`src/rtl/serial_subtractor_32.sv`:
```
// Slice-serial subtractor: d = x - y - bin, one SLICE_W-bit slice per clock,
// LSB slice first, with a registered borrow chain and a start/done handshake.
module serial_subtractor_32 #(
    parameter int WIDTH   = 32,
    parameter int SLICE_W = 8
) (
    input  logic             clk,
    input  logic             rst_n,
    input  logic             start,
    input  logic [WIDTH-1:0] x,
    input  logic [WIDTH-1:0] y,
    input  logic             bin,
    output logic             busy,
    output logic             done,
    output logic [WIDTH-1:0] d,
    output logic             bout,
    output logic             ovf
);

    localparam int NSLICE = WIDTH / SLICE_W;
    localparam int IDX_W  = (NSLICE > 1) ? $clog2(NSLICE) : 1;
    localparam logic [IDX_W-1:0] LAST_K = IDX_W'(NSLICE - 1);

    typedef enum logic {IDLE, RUN} state_t;

    state_t             state, state_next;
    logic [WIDTH-1:0]   x_reg, y_reg;
    logic               borrow;
    logic [IDX_W-1:0]   k;
    logic               accept, last;
    logic [SLICE_W-1:0] r;
    logic               b;
    int                 base;

    // Zero-extended so the extra top bit of the result is the slice borrow-out.
    function automatic logic [SLICE_W:0] slice_sub(input logic [SLICE_W-1:0] a,
                                                   input logic [SLICE_W-1:0] s,
                                                   input logic               c);
        return {1'b0, a} - {1'b0, s} - {{SLICE_W{1'b0}}, c};
    endfunction

    always_ff @(posedge clk or negedge rst_n) begin
        if (!rst_n) state <= IDLE;
        else        state <= state_next;
    end

    always_comb begin
        state_next = state;
        accept     = 1'b0;
        last       = 1'b0;
        base       = int'(k) * SLICE_W;
        {b, r}     = slice_sub(x_reg[base +: SLICE_W], y_reg[base +: SLICE_W], borrow);
        case (state)
            IDLE: begin
                if (start) begin
                    accept     = 1'b1;
                    state_next = RUN;
                end
            end
            RUN: begin
                if (k == LAST_K) begin
                    last       = 1'b1;
                    state_next = IDLE;
                end
            end
            default: state_next = IDLE;
        endcase
    end

    assign busy = (state == RUN);

    always_ff @(posedge clk or negedge rst_n) begin
        if (!rst_n) begin
            x_reg  <= '0;
            y_reg  <= '0;
            borrow <= 1'b0;
            k      <= '0;
            done   <= 1'b0;
            d      <= '0;
            bout   <= 1'b0;
            ovf    <= 1'b0;
        end else begin
            done <= last;
            if (accept) begin
                x_reg  <= x;
                y_reg  <= y;
                borrow <= bin;
                k      <= '0;
            end else if (state == RUN) begin
                d[base +: SLICE_W] <= r;
                borrow             <= b;
                k                  <= last ? '0 : k + IDX_W'(1);
                // Flags reflect the full-width operation, taken from the MSB slice only.
                if (last) begin
                    bout <= b;
                    ovf  <= (x_reg[WIDTH-1] != y_reg[WIDTH-1]) && (r[SLICE_W-1] != x_reg[WIDTH-1]);
                end
            end
        end
    end

endmodule

```
`config.mk`:
```
export PLATFORM = sky130hd
export DESIGN_NAME = serial_subtractor_32
export DESIGN_NICKNAME = d
export VERILOG_FILES = /design/src/rtl/serial_subtractor_32.sv
export SDC_FILE = /design/constraint.sdc
export NUM_CORES = 1
export LEC_CHECK = 0
export ABC_AREA = 1
export ABC_CLOCK_PERIOD_IN_PS = 5000
export BUFFER_PORTS_ARGS = -buffer_cell sky130_fd_sc_hd__buf_2
export CORE_MARGIN = 1
export CORE_UTILIZATION = 45
export DETAILED_ROUTE_END_ITERATION = 8
export PLACE_DENSITY_LB_ADDON = 0.08
export SYNTH_ARGS = -nofsm -noshare
export SYNTH_HDL_FRONTEND = slang
export SYNTH_SLANG_ARGS = --single-unit
```
`constraint.sdc`:
```
create_clock -name clk -period 5 [get_ports clk]
set_clock_uncertainty 0.05 [all_clocks]
set_input_delay 1 -clock clk [delete_from_list [all_inputs] [get_ports clk]]
set_output_delay 1 -clock clk [all_outputs]
set_load 0.005 [all_outputs]
```
==> run_results.csv <==
group,metric,value,unit
yosys,synth_commonest_cells,"nand2_1, dfrtp_1, o21ai_0",
drt,vias_per_cell,4.89,
drt,drt_pass1_iterations,5,
placed_design,port_buffers,103,
sta,rsz0062_at_grt,"false",
drt,drt_iter0_markers,176,
sta,worstMarginPinSlew,955,ps
sta,post-route-min-period,3320,ps
critical_path,worstSetupEndpoint,"d[13]",
yosys,synthTopCellsByArea,"dfrtp_1, nand2_1, ha_1, o21ai_0, inv_1",
yosys,synthArstFlopShare,100,%
clock_tree,h-tree-depth,3,
critical_path,reg2reg_depth,14,
critical_path,timing.rr.start,"k[0]",
clock_tree,clock-sinks,103,
yosys,synthFlopType,"dfrtp_1",
floorplan,initial_core_util,46.2,%
floorplan,die_x,108,µm
sta,slew_headroom,36.3,%
clock_tree,numCtsBuffers,9,
layout,seq_area,0.00258,mm²
sta,max_freq,0.301,GHz
floorplan,die_area,0.0116,mm²
drt,ant_nets,0,
yosys,syn_area,0.00501,mm²
yosys,syn_nets,708,
global_route,antenna_found_initial,0,
floorplan,rows,38,
clock_tree,clk_pin_slew,100,ps
layout,nFillCells,1075,
global_route,grt_pass1_wl,19700,µm
clock_tree,clock-root-buffer,"clkbuf_8",
yosys,synth_top_area_share,51.5,%
sta,drv_slew,0,
critical_path,r2r-end,"d[13]",
run_status,outcome,"finished clean",
yosys,synth_cells,621,
yosys,synth_edf_count,0,
hold_path,hp-class,"flip-flop to flip-flop",
floorplan,ios,104,
drt,vias,4180,
layout,synthToLayoutAreaGrowth,15.8,%
critical_path,cp-startpoint,"k[0]",
sta,hold_violations,0,
global_route,overflow,0,
clock_tree,cts_tree,"done",
critical_path,crit_required,5260,ps
placed_design,dp_hpwl,8620,µm
placed_design,placed_cells,839,
global_route,grt_util_met3,2.91,%
yosys,synth_cell_types,34,
global_route,grt_usage,22.1,%
placed_design,gp_congestion,0.789,
layout,final_nets,797,
yosys,synth_seq_area_share,51.5,%
sta,fin_ws,1680,ps
critical_path,cp_data_arrival_time,3580,ps
critical_path,rrSetupSlack,1680,ps
layout,finalNonFillerCells,855,
sta,fin_crit_sh,66.5,%
layout,layout-drive-gt1-share,19.9,%
clock_tree,clk-insertion-delay-late,370,ps
layout,diodes,0,
clock_tree,cts_setup_buffers,0,
yosys,yosysWarnings,0,
yosys,yosysMostFrequentCell,"nand2_1",
clock_tree,cts_resized,0,
placed_design,dp_worst_setup_slack,1700,ps
drt,drc,0,
global_route,grt_pass1_vias,4038,
floorplan,core_area,0.0108,mm²
drt,wl_per_cell,13.8,µm
critical_path,start_kind,"flip-flop",
yosys,yosys.area.top_type,"dfrtp_1",
global_route,grt_max_degree,74,
critical_path,cp-end-kind,"flip-flop",
sta,fin_tns_setup,0,ps
flow_run,drv_cap,0,
yosys,syn_area_per_cell,8.07,µm²
critical_path,crit_path_max_fanout,40,
floorplan,die_h,108,µm
critical_path,setup.worst_path.class,"flip-flop to flip-flop",
global_route,grtUsageMet1,31.0,%
sta,setup_viol,0,
global_route,top_usage_layer,"met2",
sta,holdWs,426,ps
yosys,ys_ff_latch,103,
clock_tree,hold_buffers,0,
clock_tree,clk_path_buf_depth,2,
drt,drt-total-wl,11800,µm
layout,multi_input_area,0.00215,mm²
global_route,grt_use_met2,35.2,%
[area by class of cell]
cell class | instances | area share, %
timing repair buffer | 106 | 9.32
sequential | 103 | 44.4
clock inverter | 6 | 1.04
inverter | 41 | 2.70
tap | 140 | 3.02
clock buffer | 10 | 2.37
multi-input combinational | 449 | 37.1
[stage by stage]
stage               util (%)  instance area (µm²)
global placement        51.7                 5600
finish                  53.5                 5800
global route            53.5                 5800
floorplan                  -                 5010
CTS                     53.5                 5800
detailed placement      51.7                 5600
[layout by cell type (no fill, tap or decap), types with 6 or more instances in the layout]
cell type and n:
a21oi_1 11, a32o_1 6, buf_2 102, clkbuf_8 10, dfrtp_1 103, ha_1 17
inv_1 37, nand2_1 287, nand2_2 7, nand3_1 13, nor2_1 28, o21ai_0 41
o22ai_1 7
[per-layer routing]
metal  wire length, µm  part of all wire [%]
met2              5510                    47
met3               468                   4.0
met4               158                   1.3
met1              5640                    48
met5                 0                     0
[logic make-up after synthesis]
family / Yosys count / synth area share (%)
xor gates and xnor gates: 5 / 1.17
AOI/OAI and AO/OA: 76 / 8.94
and+or+nand+nor: 349 / 27.7
DFF: 103 / 51.5
adders and majority gates: 19 / 5.05
buffers and inverters: 69 / 5.65
[worst max-delay path, cell delays in order (launching register included)]
cell and delay, ps:
dfrtp_1 880, inv_4 330, o21ai_0 260, o22ai_1 120
fa_1 410, ha_1 320, nand2_1 60, nor2_1 140
nand3_2 90, nand2_2 90, xor2_2 160, nand2_1 90
nor2_2 110, nand2_1 80, nand2_1 70
[worst min path at each step]
stage               startpoint   endpoint  slack (ps)  depth (start not counted)
finish               y_reg[13]  y_reg[13]         430                          2
global route         y_reg[13]  y_reg[13]         440                          2
CTS                  y_reg[13]  y_reg[13]         430                          2
detailed placement   y_reg[13]  y_reg[13]         400                          2
global placement     y_reg[13]  y_reg[13]         400                          2
floorplan            x_reg[16]  x_reg[16]         390                          2
Power is not shown: default switching activity piles up to over one toggle a cycle in this logic, so the estimate is an artifact.
